==> src/rtl/mips_pkg.sv <==
// Shared encodings for the execute stage: ALU op classes, R-type funct codes, mult/div FSM states.
// Latency: n/a (declarations only).
// Backpressure: n/a.
package mips_pkg;

    // ALU operation classes decoded by the control unit
    localparam logic [3:0] ALUOP_ADD   = 4'd0;
    localparam logic [3:0] ALUOP_AND   = 4'd1;
    localparam logic [3:0] ALUOP_OR    = 4'd2;
    localparam logic [3:0] ALUOP_XOR   = 4'd3;
    localparam logic [3:0] ALUOP_SLT   = 4'd4;
    localparam logic [3:0] ALUOP_SLTU  = 4'd5;
    localparam logic [3:0] ALUOP_LUI   = 4'd6;
    localparam logic [3:0] ALUOP_RTYPE = 4'd7;

    // R-type function codes
    localparam logic [5:0] FUNCT_SLL   = 6'h00;
    localparam logic [5:0] FUNCT_SRL   = 6'h02;
    localparam logic [5:0] FUNCT_SRA   = 6'h03;
    localparam logic [5:0] FUNCT_SLLV  = 6'h04;
    localparam logic [5:0] FUNCT_SRLV  = 6'h06;
    localparam logic [5:0] FUNCT_SRAV  = 6'h07;
    localparam logic [5:0] FUNCT_MFHI  = 6'h10;
    localparam logic [5:0] FUNCT_MTHI  = 6'h11;
    localparam logic [5:0] FUNCT_MFLO  = 6'h12;
    localparam logic [5:0] FUNCT_MTLO  = 6'h13;
    localparam logic [5:0] FUNCT_MULT  = 6'h18;
    localparam logic [5:0] FUNCT_MULTU = 6'h19;
    localparam logic [5:0] FUNCT_DIV   = 6'h1A;
    localparam logic [5:0] FUNCT_DIVU  = 6'h1B;
    localparam logic [5:0] FUNCT_ADD   = 6'h20;
    localparam logic [5:0] FUNCT_ADDU  = 6'h21;
    localparam logic [5:0] FUNCT_SUB   = 6'h22;
    localparam logic [5:0] FUNCT_SUBU  = 6'h23;
    localparam logic [5:0] FUNCT_AND   = 6'h24;
    localparam logic [5:0] FUNCT_OR    = 6'h25;
    localparam logic [5:0] FUNCT_XOR   = 6'h26;
    localparam logic [5:0] FUNCT_NOR   = 6'h27;
    localparam logic [5:0] FUNCT_SLT   = 6'h2A;
    localparam logic [5:0] FUNCT_SLTU  = 6'h2B;

    typedef enum logic [1:0] {
        IDLE = 2'd0,
        MUL  = 2'd1,
        DIV  = 2'd2,
        FIX  = 2'd3
    } md_state_t;

    // Instructions that start the iterative unit
    function automatic logic is_md_funct(input logic [5:0] f);
        return (f == FUNCT_MULT) || (f == FUNCT_MULTU) ||
               (f == FUNCT_DIV)  || (f == FUNCT_DIVU);
    endfunction

    // Instructions that must wait while the unit owns HI/LO
    function automatic logic is_hilo_funct(input logic [5:0] f);
        return is_md_funct(f) ||
               (f == FUNCT_MFHI) || (f == FUNCT_MFLO) ||
               (f == FUNCT_MTHI) || (f == FUNCT_MTLO);
    endfunction

endpackage

==> src/rtl/ex_stage_if.sv <==
// ID/EX operand bundle, forwarding sources and EX results grouped for the execute stage.
// Latency: n/a (wires only).
// Backpressure: ex_stall is the only flow-control signal, driven by the slave side.
// Ports: master = pipeline/driver side, slave = ex_stage.
interface ex_stage_if #(
    parameter int DATA_W = 32
);
    logic [DATA_W-1:0] ex_dato_1;
    logic [DATA_W-1:0] ex_dato_2;
    logic [4:0]        ex_rs;
    logic [4:0]        ex_rt;
    logic [4:0]        ex_rd;
    logic [5:0]        ex_function_code;
    logic [DATA_W-1:0] ex_extended_beq_offset;
    logic              ex_reg_dst;
    logic              ex_alu_src;
    logic [3:0]        ex_alu_op;
    logic              ex_isJal;
    logic              ex_jalSel;
    logic [DATA_W-1:0] ex_pc_plus_8;
    logic [DATA_W-1:0] mem_fwd_data;
    logic [4:0]        mem_fwd_rd;
    logic              mem_fwd_we;
    logic [DATA_W-1:0] wb_fwd_data;
    logic [4:0]        wb_fwd_rd;
    logic              wb_fwd_we;
    logic [DATA_W-1:0] ex_alu_result;
    logic [DATA_W-1:0] ex_store_data;
    logic [4:0]        ex_write_reg;
    logic              ex_stall;
    logic              md_busy;

    modport master (
        output ex_dato_1, ex_dato_2, ex_rs, ex_rt, ex_rd, ex_function_code,
               ex_extended_beq_offset, ex_reg_dst, ex_alu_src, ex_alu_op,
               ex_isJal, ex_jalSel, ex_pc_plus_8,
               mem_fwd_data, mem_fwd_rd, mem_fwd_we,
               wb_fwd_data, wb_fwd_rd, wb_fwd_we,
        input  ex_alu_result, ex_store_data, ex_write_reg, ex_stall, md_busy
    );

    modport slave (
        input  ex_dato_1, ex_dato_2, ex_rs, ex_rt, ex_rd, ex_function_code,
               ex_extended_beq_offset, ex_reg_dst, ex_alu_src, ex_alu_op,
               ex_isJal, ex_jalSel, ex_pc_plus_8,
               mem_fwd_data, mem_fwd_rd, mem_fwd_we,
               wb_fwd_data, wb_fwd_rd, wb_fwd_we,
        output ex_alu_result, ex_store_data, ex_write_reg, ex_stall, md_busy
    );
endinterface

==> src/rtl/ex_stage_mult_div_unit.sv <==
// Iterative multiply/divide (shift-add / restoring, one bit per cycle) owning HI/LO.
// Latency: issue edge + MD_ITER cycles in MUL/DIV + 1 cycle in FIX; HI/LO update on the edge leaving FIX.
// Backpressure: start/mthi/mtlo are only honoured in IDLE; md_busy tells the caller to hold dependents.
// Ports: clk, reset (async active-low), clk_en (freeze), start/start_div/start_signed + op_a/op_b,
//        mthi_we/mtlo_we + mt_data, hi/lo results, md_busy.
module mult_div_unit
    import mips_pkg::*;
#(
    parameter int DATA_W  = 32,
    parameter int MD_ITER = 32
) (
    input  logic              clk,
    input  logic              reset,
    input  logic              clk_en,
    input  logic              start,
    input  logic              start_div,
    input  logic              start_signed,
    input  logic [DATA_W-1:0] op_a,
    input  logic [DATA_W-1:0] op_b,
    input  logic              mthi_we,
    input  logic              mtlo_we,
    input  logic [DATA_W-1:0] mt_data,
    output logic [DATA_W-1:0] hi,
    output logic [DATA_W-1:0] lo,
    output logic              md_busy
);
    localparam int CNT_W = (MD_ITER > 1) ? $clog2(MD_ITER) : 1;
    localparam logic [CNT_W-1:0] CNT_LAST = CNT_W'(MD_ITER - 1);

    md_state_t state, state_nxt;

    logic [CNT_W-1:0]    cnt;
    logic [DATA_W-1:0]   acc_hi;   // product high half / partial remainder
    logic [DATA_W-1:0]   acc_lo;   // multiplier being consumed / dividend->quotient
    logic [DATA_W-1:0]   operand;  // multiplicand or divisor magnitude
    logic                neg_q;    // negate product / quotient
    logic                neg_r;    // negate remainder (dividend sign)
    logic                op_div;

    logic [DATA_W-1:0]   abs_a, abs_b;
    logic [DATA_W:0]     mul_sum;
    logic [DATA_W:0]     div_shift;
    logic [DATA_W:0]     div_diff;
    logic                div_ge;
    logic [2*DATA_W-1:0] prod;
    logic [2*DATA_W-1:0] prod_fix;

    assign abs_a = (start_signed && op_a[DATA_W-1]) ? -op_a : op_a;
    assign abs_b = (start_signed && op_b[DATA_W-1]) ? -op_b : op_b;

    assign mul_sum   = {1'b0, acc_hi} + (acc_lo[0] ? {1'b0, operand} : '0);
    assign div_shift = {acc_hi, acc_lo[DATA_W-1]};
    assign div_diff  = div_shift - {1'b0, operand};
    // Partial remainder stays below 2*divisor, so the top bit of the difference is a clean borrow
    assign div_ge    = ~div_diff[DATA_W];

    assign prod     = {acc_hi, acc_lo};
    assign prod_fix = neg_q ? -prod : prod;

    always_ff @(posedge clk or negedge reset) begin
        if (!reset) begin
            state <= IDLE;
        end else if (clk_en) begin
            state <= state_nxt;
        end
    end

    always_comb begin
        state_nxt = state;
        md_busy   = (state != IDLE);
        case (state)
            IDLE:    if (start) state_nxt = start_div ? DIV : MUL;
            MUL:     if (cnt == CNT_LAST) state_nxt = FIX;
            DIV:     if (cnt == CNT_LAST) state_nxt = FIX;
            FIX:     state_nxt = IDLE;
            default: state_nxt = IDLE;
        endcase
    end

    always_ff @(posedge clk or negedge reset) begin
        if (!reset) begin
            cnt     <= '0;
            acc_hi  <= '0;
            acc_lo  <= '0;
            operand <= '0;
            neg_q   <= 1'b0;
            neg_r   <= 1'b0;
            op_div  <= 1'b0;
            hi      <= '0;
            lo      <= '0;
        end else if (clk_en) begin
            case (state)
                IDLE: begin
                    if (start) begin
                        cnt     <= '0;
                        acc_hi  <= '0;
                        acc_lo  <= start_div ? abs_a : abs_b;
                        operand <= start_div ? abs_b : abs_a;
                        neg_q   <= start_signed & (op_a[DATA_W-1] ^ op_b[DATA_W-1]);
                        neg_r   <= start_signed & op_a[DATA_W-1];
                        op_div  <= start_div;
                    end else begin
                        if (mthi_we) hi <= mt_data;
                        if (mtlo_we) lo <= mt_data;
                    end
                end
                MUL: begin
                    {acc_hi, acc_lo} <= {mul_sum, acc_lo[DATA_W-1:1]};
                    cnt              <= cnt + CNT_W'(1);
                end
                DIV: begin
                    acc_hi <= div_ge ? div_diff[DATA_W-1:0] : div_shift[DATA_W-1:0];
                    acc_lo <= {acc_lo[DATA_W-2:0], div_ge};
                    cnt    <= cnt + CNT_W'(1);
                end
                FIX: begin
                    if (op_div) begin
                        // Divide by zero: all-ones quotient; remainder path already holds the dividend
                        lo <= (operand == '0) ? '1 : (neg_q ? -acc_lo : acc_lo);
                        hi <= neg_r ? -acc_hi : acc_hi;
                    end else begin
                        {hi, lo} <= prod_fix;
                    end
                end
                default: ;
            endcase
        end
    end

endmodule

==> src/rtl/ex_stage.sv <==
// Execute stage: operand forwarding, ALU, destination select, JAL/JALR link, mult/div with HI/LO.
// Latency: ALU path combinational; mult/div results land in HI/LO MD_ITER+1 cycles after issue.
// Backpressure: ex_stall (combinational) holds HI/LO-dependent instructions while mult/div is busy.
// Ports: clk, reset (async active-low), clk_en (freeze), bus (ex_stage_if.slave: ID/EX operands,
//        MEM/WB forwarding sources, ex_alu_result/ex_store_data/ex_write_reg/ex_stall/md_busy).
module ex_stage
    import mips_pkg::*;
#(
    parameter int DATA_W  = 32,
    parameter int MD_ITER = 32
) (
    input  logic       clk,
    input  logic       reset,
    input  logic       clk_en,
    ex_stage_if.slave  bus
);
    logic [DATA_W-1:0] fwd_a, fwd_b, op_b;
    logic [DATA_W-1:0] alu_out;
    logic [DATA_W-1:0] hi, lo;
    logic [4:0]        shamt, vshamt;
    logic              rtype;
    logic              md_start;
    logic              md_busy;
    logic              stall;
    logic [5:0]        funct;

    assign funct = bus.ex_function_code;

    // MEM beats WB; register 0 is never forwarded
    always_comb begin
        fwd_a = bus.ex_dato_1;
        if (bus.mem_fwd_we && bus.mem_fwd_rd != 5'd0 && bus.mem_fwd_rd == bus.ex_rs)
            fwd_a = bus.mem_fwd_data;
        else if (bus.wb_fwd_we && bus.wb_fwd_rd != 5'd0 && bus.wb_fwd_rd == bus.ex_rs)
            fwd_a = bus.wb_fwd_data;

        fwd_b = bus.ex_dato_2;
        if (bus.mem_fwd_we && bus.mem_fwd_rd != 5'd0 && bus.mem_fwd_rd == bus.ex_rt)
            fwd_b = bus.mem_fwd_data;
        else if (bus.wb_fwd_we && bus.wb_fwd_rd != 5'd0 && bus.wb_fwd_rd == bus.ex_rt)
            fwd_b = bus.wb_fwd_data;
    end

    assign op_b   = bus.ex_alu_src ? bus.ex_extended_beq_offset : fwd_b;
    assign shamt  = bus.ex_extended_beq_offset[10:6];
    assign vshamt = fwd_a[4:0];

    assign rtype    = (bus.ex_alu_op == ALUOP_RTYPE) && !bus.ex_isJal;
    assign md_start = rtype && is_md_funct(funct);
    assign stall    = md_busy && rtype && is_hilo_funct(funct);

    always_comb begin
        alu_out = '0;
        case (bus.ex_alu_op)
            ALUOP_ADD:  alu_out = fwd_a + op_b;
            ALUOP_AND:  alu_out = fwd_a & op_b;
            ALUOP_OR:   alu_out = fwd_a | op_b;
            ALUOP_XOR:  alu_out = fwd_a ^ op_b;
            ALUOP_SLT:  alu_out = {{(DATA_W-1){1'b0}}, $signed(fwd_a) < $signed(op_b)};
            ALUOP_SLTU: alu_out = {{(DATA_W-1){1'b0}}, fwd_a < op_b};
            ALUOP_LUI:  alu_out = bus.ex_extended_beq_offset << 16;
            ALUOP_RTYPE: begin
                case (funct)
                    FUNCT_ADD, FUNCT_ADDU: alu_out = fwd_a + op_b;
                    FUNCT_SUB, FUNCT_SUBU: alu_out = fwd_a - op_b;
                    FUNCT_AND:  alu_out = fwd_a & op_b;
                    FUNCT_OR:   alu_out = fwd_a | op_b;
                    FUNCT_XOR:  alu_out = fwd_a ^ op_b;
                    FUNCT_NOR:  alu_out = ~(fwd_a | op_b);
                    FUNCT_SLT:  alu_out = {{(DATA_W-1){1'b0}}, $signed(fwd_a) < $signed(op_b)};
                    FUNCT_SLTU: alu_out = {{(DATA_W-1){1'b0}}, fwd_a < op_b};
                    FUNCT_SLL:  alu_out = op_b << shamt;
                    FUNCT_SRL:  alu_out = op_b >> shamt;
                    FUNCT_SRA:  alu_out = $unsigned($signed(op_b) >>> shamt);
                    FUNCT_SLLV: alu_out = op_b << vshamt;
                    FUNCT_SRLV: alu_out = op_b >> vshamt;
                    FUNCT_SRAV: alu_out = $unsigned($signed(op_b) >>> vshamt);
                    FUNCT_MFHI: alu_out = hi;
                    FUNCT_MFLO: alu_out = lo;
                    default:    alu_out = '0;
                endcase
            end
            default: alu_out = '0;
        endcase
    end

    assign bus.ex_alu_result = bus.ex_isJal ? bus.ex_pc_plus_8 : alu_out;
    assign bus.ex_store_data = fwd_b;
    assign bus.ex_write_reg  = bus.ex_isJal ? (bus.ex_jalSel ? bus.ex_rd : 5'd31)
                                            : (bus.ex_reg_dst ? bus.ex_rd : bus.ex_rt);
    assign bus.ex_stall      = stall;
    assign bus.md_busy       = md_busy;

    mult_div_unit #(
        .DATA_W  (DATA_W),
        .MD_ITER (MD_ITER)
    ) u_md (
        .clk          (clk),
        .reset        (reset),
        .clk_en       (clk_en),
        .start        (md_start),
        .start_div    ((funct == FUNCT_DIV) || (funct == FUNCT_DIVU)),
        .start_signed ((funct == FUNCT_MULT) || (funct == FUNCT_DIV)),
        .op_a         (fwd_a),
        .op_b         (fwd_b),
        .mthi_we      (rtype && (funct == FUNCT_MTHI) && !stall),
        .mtlo_we      (rtype && (funct == FUNCT_MTLO) && !stall),
        .mt_data      (fwd_a),
        .hi           (hi),
        .lo           (lo),
        .md_busy      (md_busy)
    );

endmodule

==> src/flat_wrapper.sv <==
// flat-port wrapper written by rule: the top's interface ports become plain ports
module ex_stage_flat import mips_pkg::*;
#(
    parameter int DATA_W  = 32,
    parameter int MD_ITER = 32
)
  (clk, reset, clk_en, bus_ex_dato_1, bus_ex_dato_2, bus_ex_rs, bus_ex_rt, bus_ex_rd, bus_ex_function_code, bus_ex_extended_beq_offset, bus_ex_reg_dst, bus_ex_alu_src, bus_ex_alu_op, bus_ex_isJal, bus_ex_jalSel, bus_ex_pc_plus_8, bus_mem_fwd_data, bus_mem_fwd_rd, bus_mem_fwd_we, bus_wb_fwd_data, bus_wb_fwd_rd, bus_wb_fwd_we, bus_ex_alu_result, bus_ex_store_data, bus_ex_write_reg, bus_ex_stall, bus_md_busy);
  ex_stage_if #(.DATA_W(DATA_W)) bus_i ();
  input  logic clk;
  input  logic reset;
  input  logic clk_en;
  input wire logic [$bits(bus_i.ex_dato_1)-1:0] bus_ex_dato_1;
  input wire logic [$bits(bus_i.ex_dato_2)-1:0] bus_ex_dato_2;
  input wire logic [$bits(bus_i.ex_rs)-1:0] bus_ex_rs;
  input wire logic [$bits(bus_i.ex_rt)-1:0] bus_ex_rt;
  input wire logic [$bits(bus_i.ex_rd)-1:0] bus_ex_rd;
  input wire logic [$bits(bus_i.ex_function_code)-1:0] bus_ex_function_code;
  input wire logic [$bits(bus_i.ex_extended_beq_offset)-1:0] bus_ex_extended_beq_offset;
  input wire logic [$bits(bus_i.ex_reg_dst)-1:0] bus_ex_reg_dst;
  input wire logic [$bits(bus_i.ex_alu_src)-1:0] bus_ex_alu_src;
  input wire logic [$bits(bus_i.ex_alu_op)-1:0] bus_ex_alu_op;
  input wire logic [$bits(bus_i.ex_isJal)-1:0] bus_ex_isJal;
  input wire logic [$bits(bus_i.ex_jalSel)-1:0] bus_ex_jalSel;
  input wire logic [$bits(bus_i.ex_pc_plus_8)-1:0] bus_ex_pc_plus_8;
  input wire logic [$bits(bus_i.mem_fwd_data)-1:0] bus_mem_fwd_data;
  input wire logic [$bits(bus_i.mem_fwd_rd)-1:0] bus_mem_fwd_rd;
  input wire logic [$bits(bus_i.mem_fwd_we)-1:0] bus_mem_fwd_we;
  input wire logic [$bits(bus_i.wb_fwd_data)-1:0] bus_wb_fwd_data;
  input wire logic [$bits(bus_i.wb_fwd_rd)-1:0] bus_wb_fwd_rd;
  input wire logic [$bits(bus_i.wb_fwd_we)-1:0] bus_wb_fwd_we;
  output wire logic [$bits(bus_i.ex_alu_result)-1:0] bus_ex_alu_result;
  output wire logic [$bits(bus_i.ex_store_data)-1:0] bus_ex_store_data;
  output wire logic [$bits(bus_i.ex_write_reg)-1:0] bus_ex_write_reg;
  output wire logic [$bits(bus_i.ex_stall)-1:0] bus_ex_stall;
  output wire logic [$bits(bus_i.md_busy)-1:0] bus_md_busy;
  assign bus_i.ex_dato_1 = bus_ex_dato_1;
  assign bus_i.ex_dato_2 = bus_ex_dato_2;
  assign bus_i.ex_rs = bus_ex_rs;
  assign bus_i.ex_rt = bus_ex_rt;
  assign bus_i.ex_rd = bus_ex_rd;
  assign bus_i.ex_function_code = bus_ex_function_code;
  assign bus_i.ex_extended_beq_offset = bus_ex_extended_beq_offset;
  assign bus_i.ex_reg_dst = bus_ex_reg_dst;
  assign bus_i.ex_alu_src = bus_ex_alu_src;
  assign bus_i.ex_alu_op = bus_ex_alu_op;
  assign bus_i.ex_isJal = bus_ex_isJal;
  assign bus_i.ex_jalSel = bus_ex_jalSel;
  assign bus_i.ex_pc_plus_8 = bus_ex_pc_plus_8;
  assign bus_i.mem_fwd_data = bus_mem_fwd_data;
  assign bus_i.mem_fwd_rd = bus_mem_fwd_rd;
  assign bus_i.mem_fwd_we = bus_mem_fwd_we;
  assign bus_i.wb_fwd_data = bus_wb_fwd_data;
  assign bus_i.wb_fwd_rd = bus_wb_fwd_rd;
  assign bus_i.wb_fwd_we = bus_wb_fwd_we;
  assign bus_ex_alu_result = bus_i.ex_alu_result;
  assign bus_ex_store_data = bus_i.ex_store_data;
  assign bus_ex_write_reg = bus_i.ex_write_reg;
  assign bus_ex_stall = bus_i.ex_stall;
  assign bus_md_busy = bus_i.md_busy;
  ex_stage #(.DATA_W(DATA_W), .MD_ITER(MD_ITER)) u_core (.clk(clk), .reset(reset), .clk_en(clk_en), .bus(bus_i));
endmodule
==> config.mk <==
export PLATFORM = sky130hd
export DESIGN_NAME = ex_stage_flat
export DESIGN_NICKNAME = d
export VERILOG_FILES = /design/src/rtl/mips_pkg.sv /design/src/rtl/ex_stage_if.sv /design/src/rtl/ex_stage_mult_div_unit.sv /design/src/rtl/ex_stage.sv /design/src/flat_wrapper.sv
export SDC_FILE = /design/constraint.sdc
export NUM_CORES = 2
export LEC_CHECK = 0
export CAP_MARGIN = 20
export CORE_ASPECT_RATIO = 1.75
export CORE_MARGIN = 3
export CORE_UTILIZATION = 55
export CTS_CLUSTER_SIZE = 40
export DETAILED_ROUTE_END_ITERATION = 10
export GPL_TIMING_DRIVEN = 0
export PLACE_DENSITY = 0.77
export SYNTH_ARGS = -nofsm -noshare
export SYNTH_HDL_FRONTEND = slang
export SYNTH_HIERARCHICAL = 1
export SYNTH_SLANG_ARGS = --single-unit
==> constraint.sdc <==
create_clock -name clk -period 12.18 [get_ports clk]
set_input_delay 1.218 -clock clk [delete_from_list [all_inputs] [get_ports clk]]
set_output_delay 1.218 -clock clk [all_outputs]
set_load 0.01 [all_outputs]
==> results of run 1 <==
metrics by stage:
stage | hold slack [ps] | instances | utilization (%)
4_1_cts | 487 | 5441 | 64.5
3_5_place_dp | 474 | 5409 | 63.3
3_3_place_gp | 463 | 5379 | 62.5
2_1_floorplan | 446 | 4320 | -
metal layers:
metal | GRT overflow | global-route usage [%]
met5 | 1 | 22.8
met4 | 443 | 78.6
met1 | 24 | 77.0
met3 | 26 | 61.4
met2 | 979 | 99.0
logic make-up after synthesis:
group | share of synthesized area, %
flip-flops | 13.6
AO/OA/AOI/OAI | 30.9
buffers and inverters | 6.54
AND/OR/NAND/NOR | 20.2
multiplexers | 13.4
XOR/XNOR | 7.43
adder cells (fa/ha/maj) | 7.82
==> results list, run 1 <==
* Count of hold buffers inserted by post-cts repair: 0
* Post-synthesis instance total: 4,320
- After detailed placement, the total cell area comes to 35,600 µm².
* Overflow left after global routing: between 1,000 and 1,500
- Counting flops and latches in the post-synthesis netlist gives 170.
- Number of unique standard cell types used by synthesis: 107
* Dominant synthesized flop cell: sky130_fd_sc_hd__dfrtp_1
* Total I/O pin count: approximately 310
- Combined global-route utilization of all metal layers: 78.8%
- Number of enable flip-flop cells after synthesis: 0
- The root buffer cell chosen for the clock tree is sky130_fd_sc_hd__clkbuf_16.
* Weighted congestion at the end of routability-driven global placement: around 1.3
- Once the clock tree was built, the setup fixing pass inserted 0 buffers.
* Effective utilization at floorplan: 55.5%
- In this run the tool buffered the top-level ports with 299 buffer cells.
* Number of buffers created by CTS: 17
- Yosys instantiated no cell more often than sky130_fd_sc_hd__nand2_1.
- Yosys printed 6 warnings.
- OpenSTA, run right after detailed placement, puts the worst setup slack at ~500 ps.
- Entering global routing, the biggest net connects roughly 110 pins.
* Leading cell types by count after synthesis: sky130_fd_sc_hd__nand2_1 (461), sky130_fd_sc_hd__o21ai_0 (379), sky130_fd_sc_hd__nor2_1 (310)
* Fail Step: global routing (5_1_grt)
- Deepest level of the CTS H-tree: 4
- Of all flip-flops after synthesis, the portion carrying an async set or reset was 100%.
- Via count of the first global-routing pass: 46,700
* Synth Net Count: ~4,700
- Die outline width: about 190 µm
- Ranked by total cell area, the synthesized netlist is headed by sky130_fd_sc_hd__dfrtp_1 (14%), sky130_fd_sc_hd__mux2i_1 (9.9%), sky130_fd_sc_hd__ha_1 (7.6%).
- In this run the mean area of a mapped cell was ~7.2 µm².
* Number of buffers between clock root and the deepest sink: 2
- The flow did not finish.
* Share of the synthesized area in the top cell type: 13.6%
- First reported error: [ERROR GRT-0116] Global routing finished with congestion. Check the congestion regions in the DRC Viewer.
- Clock Sink Count: 170
- The first global-routing pass estimated between 300 and 400 mm of wire.
- Die H: around 320 µm
- Mapped cell area: about 31,000 µm²
- Post-CTS repair changed the size of 0 cells.
- Cell type with the largest total area after synthesis: sky130_fd_sc_hd__dfrtp_1
- Post-DP HPWL: between 150 and 200 mm
* Core Rows: 115
- For this run, the register share of the synthesized area comes to 13.6%.
==> run 2, diff against run 1 <==
--- a/config.mk
+++ b/config.mk
@@ -6,13 +6,11 @@
 export NUM_CORES = 2
 export LEC_CHECK = 0
 export CAP_MARGIN = 20
-export CORE_ASPECT_RATIO = 1.75
 export CORE_MARGIN = 3
-export CORE_UTILIZATION = 55
-export CTS_CLUSTER_SIZE = 40
+export CORE_UTILIZATION = 40
 export DETAILED_ROUTE_END_ITERATION = 10
 export GPL_TIMING_DRIVEN = 0
-export PLACE_DENSITY = 0.77
+export PLACE_DENSITY_LB_ADDON = 0.15
 export SYNTH_ARGS = -nofsm -noshare
 export SYNTH_HDL_FRONTEND = slang
 export SYNTH_HIERARCHICAL = 1
==> run 2 against run 1 <==
The flow now finishes without violations; synthesized cell count is the same; area after synthesis is the same.
==> results list, run 2 <==
* Status: complete, no violations
- Max Slew Vio Count: 0
- The layout has 7,904 filler cells.
- sky130_fd_sc_hd__nand2_1 is the most common cell in the netlist.
- Clock Sink Count: 170 (unchanged)
- The worst pin sits at a relative slew slack of roughly 2.2%.
- The fraction of the yosys area taken by sequential cells is 13.6% (unchanged).
* Initial DRC count: about 6,300
* Max frequency: 0.0823 GHz
* Commonest cells after routing, fill and taps aside: sky130_fd_sc_hd__nand2_1 (461), sky130_fd_sc_hd__o21ai_0 (368), sky130_fd_sc_hd__nor2_1 (310)
* Detailed-route via count: ~40,000
- For this run, the slowest stage of the critical path takes between 600 and 700 ps.
- The level count of the clock H-tree is 4 (unchanged).
* Post-DP HPWL: 168 mm (+4.8%)
- Data on the critical path arrives at its endpoint at 10,930 ps.
* Pre-CTS worst setup slack: -232 ps (-735 ps)
* Capture point of the worst reg-to-reg path: u_core/u_md/acc_hi[26]
- The synthesized netlist net count came to 4,749 (unchanged).
- Setup repair after global routing left no endpoint under its margin.
- Dividing total power by cell area gives a power density of between 100 and 150 nW/µm².
- Compared with the post-synthesis result, the final layout area differs by 18.2%.
- Required time at the endpoint of the critical path: 10,960 ps
- Synth warn: 6 (unchanged)
- The most used flip-flop cell after synthesis is sky130_fd_sc_hd__dfrtp_1.
- The number of rows in the core area came to 101 (-12%).
* Worst Setup Path Type: input pin to primary output
- STA classifies the critical path startpoint as an input pin.
- The final critical path takes up 99.7% of the cycle.
- Wire length reported by the detailed router: slightly above 200 mm
- Antenna violations before repair: 17
- Final core utilization: approximately 48%
- Maximum number of pins on one net before global-route repair: approximately 100
- The horizontal die dimension is 285 µm (+53%).
- The tightest min-delay check is of the register to register type.
- The detail route stage leaves a number of antenna-violating nets equal to 0.
- Fraction of final layout cells sized beyond drive strength 1: 6.60%
- The number of endpoints with negative hold slack in the final report came to 0.
- Die area: 81,500 µm²
* R2R Setup Slk: around 7600 ps
* Most common library cell in the layout ignoring fill and taps: sky130_fd_sc_hd__nand2_1
* Clock tree root driver cell: sky130_fd_sc_hd__clkbuf_16
- Worst-case setup margin in the final layout: roughly 36 ps
- The flop and latch count out of synthesis came to 170 (unchanged).
* Post-synthesis instance total: 4,320 (unchanged)
- The path with the worst hold slack has its endpoint at u_core/u_md/lo[3].
- The mean cell area of the mapped netlist is 7.23 µm² (unchanged).
- Clock latency on the worst-skew pair, taken at its later pin, is about 460 ps.
* Async set-reset flop share out of synthesis: 100% (unchanged)
- Via density: ~6.9
* Port buffer count: 299 (unchanged)
- The net count of the finished layout is between 5,000 and 6,000.
- Capturing element type of the critical path: primary output
- Overflow left after global routing: 0
- Summing internal, switching and leakage power gives between 5 and 6 mW.
* First-pass iteration count of the detailed router: 9
- The total setup buffers inserted after CTS is 0 (unchanged).
- Number of buffers between clock root and the deepest sink: 2 (unchanged)
- After clock tree synthesis, the clock-pin slew on the worst setup and hold paths is around 70 ps.
* First-pass GRT wire length: 283 mm
- Worst slew pin tran: between 1000 and 1500 ps
- Cells on worst reg2reg path: 13
- Share of the synthesized area in the top cell type: 13.6% (unchanged)
- Counting stages on the worst path, the most repeated cell is sky130_fd_sc_hd__or4_1.
- For this design, the slowest cell found on the critical path is sky130_fd_sc_hd__a2111oi_0.
- By area the synthesized netlist is led by sky130_fd_sc_hd__dfrtp_1 (14%), sky130_fd_sc_hd__mux2i_1 (9.9%), sky130_fd_sc_hd__ha_1 (7.6%).
* Count of buffer and inverter cells on the critical path: 8
- The synthesized cell area is 31,200 µm² (unchanged).
- Cell type with the largest total area after synthesis: sky130_fd_sc_hd__dfrtp_1
* Maximum fanout encountered on the critical timing path: 10
- Combined global-route utilization of all metal layers: 48.2%
* Via count of the first global-routing pass: about 37,000
- VDD IR max: ~0.14 mV
- Minimum clock period after layout: between 10,000 and 15,000 ps
- In this run the critical register-to-register path is launched from u_core/u_md/operand[9].
- TritonCTS built the clock tree.
- Hold Crit Depth: 2
- The vertical die dimension is 285 µm (-11%).
- The count of cell types in the netlist came to 107 (unchanged).
- For this run, design rule violations remaining after detail routing come to 0.
- Setup Viol. Count Final: 0
* Number of buffers created by CTS: 17 (unchanged)
- Leakage power summed over all cells: 14.6 nW
- On the critical path the largest part of the delay comes from buffers and inverters.
* Total I/O pin count: 307 (unchanged)
* Number of enable flip-flop cells after synthesis: 0 (unchanged)
- Leading cell types by count after synthesis: sky130_fd_sc_hd__nand2_1 (461), sky130_fd_sc_hd__o21ai_0 (379), sky130_fd_sc_hd__nor2_1 (310)
- The total area inside the core boundary comes to between 70,000 and 80,000 µm².
- Start point of the worst hold path: u_core/u_md/lo[3]
* Effective utilization at floorplan: 40.7% (-15 points)
- Across the routed clock network, the largest skew measured is 21.0 ps.
- The global placer's final weighted congestion came to 1.12 (-11%).
- Routed wirelength normalized by instance count: roughly 36 µm
- Max-cap violations in this run came to 0.
- The hold-fix buffer count after cts was 0 (unchanged).
- Adding up every negative setup slack in the final design gives 0 ps.
==> run 2: tightest hold or removal path: stages (launching register included) <==
cell and delay [ps]:
sky130_fd_sc_hd__dfrtp_1 350, sky130_fd_sc_hd__nand2_1 50, sky130_fd_sc_hd__o21ai_0 60
==> run 2: final cells by class <==
| cell class | count | area, µm² | area share, % |
|---|---|---|---|
| multi-input combinational | 3648 | 25100 | 68.0 |
| sequential | 170 | 4250 | 11.5 |
| timing repair buffer | 345 | 3550 | 9.61 |
| buffer | 342 | 1440 | 3.91 |
| tap | 1030 | 1290 | 3.49 |
| inverter | 160 | 604 | 1.64 |
| clock buffer | 17 | 425 | 1.15 |
| clock inverter | 15 | 238 | 0.644 |
| antenna | 13 | 32.5 | 0.0881 |
==> run 2: worst max-delay path by stage <==
stage,slack [ps],cells past startpoint,startpoint,endpoint
detailed placement,-230,25,bus_wb_fwd_rd[0],bus_ex_alu_result[30]
finish,40,25,bus_wb_fwd_rd[0],bus_ex_alu_result[30]
CTS,7,25,bus_wb_fwd_rd[0],bus_ex_alu_result[30]
global route,80,25,bus_wb_fwd_rd[0],bus_ex_alu_result[30]
floorplan,4080,22,bus_wb_fwd_rd[0],bus_ex_alu_result[30]
global placement,-1270,24,bus_wb_fwd_rd[0],bus_ex_alu_result[30]
==> run 2: metrics by stage <==
| stage | hold WS (ps) | instance area, µm² | instances |
|---|---|---|---|
| floorplan | 446 | 31200 | 4320 |
| global placement | 467 | 35500 | 5649 |
| detailed placement | 474 | 36100 | 5687 |
| CTS | 492 | 36800 | 5719 |
| global route | 509 | 36900 | 5733 |
| finish | 491 | 36900 | 5740 |
==> run 2: power breakdown <==
group          internal (mW)  switching (mW)  total (mW)
sequential             0.760           0.304        1.06
clock                  0.295           0.307       0.602
combinational           1.22            2.35        3.57
total                   2.28            2.96        5.24
==> run 2: kinds of logic after synthesis <==
kind of cell / synth area share (%)
flops: 13.6
compound gates: 30.9
fa+ha+maj: 7.82
buf+inv: 6.54
xor+xnor: 7.43
simple gates: 20.2
mux: 13.4
==> run 2: metal layers <==
layer,global-route usage (%),wire [µm]
met3,16.3,25300
met1,55.6,72600
met5,0.833,138
met2,72.9,86200
met4,38.0,20800
==> run 2: what timing repair did <==
action                                  CTS  global route
pin swaps                                 0             0
resized for setup                         1             7
gates cloned                              0             0
endpoints found under the setup margin    3             8
Note: power is estimated with default switching activity, not from simulation.
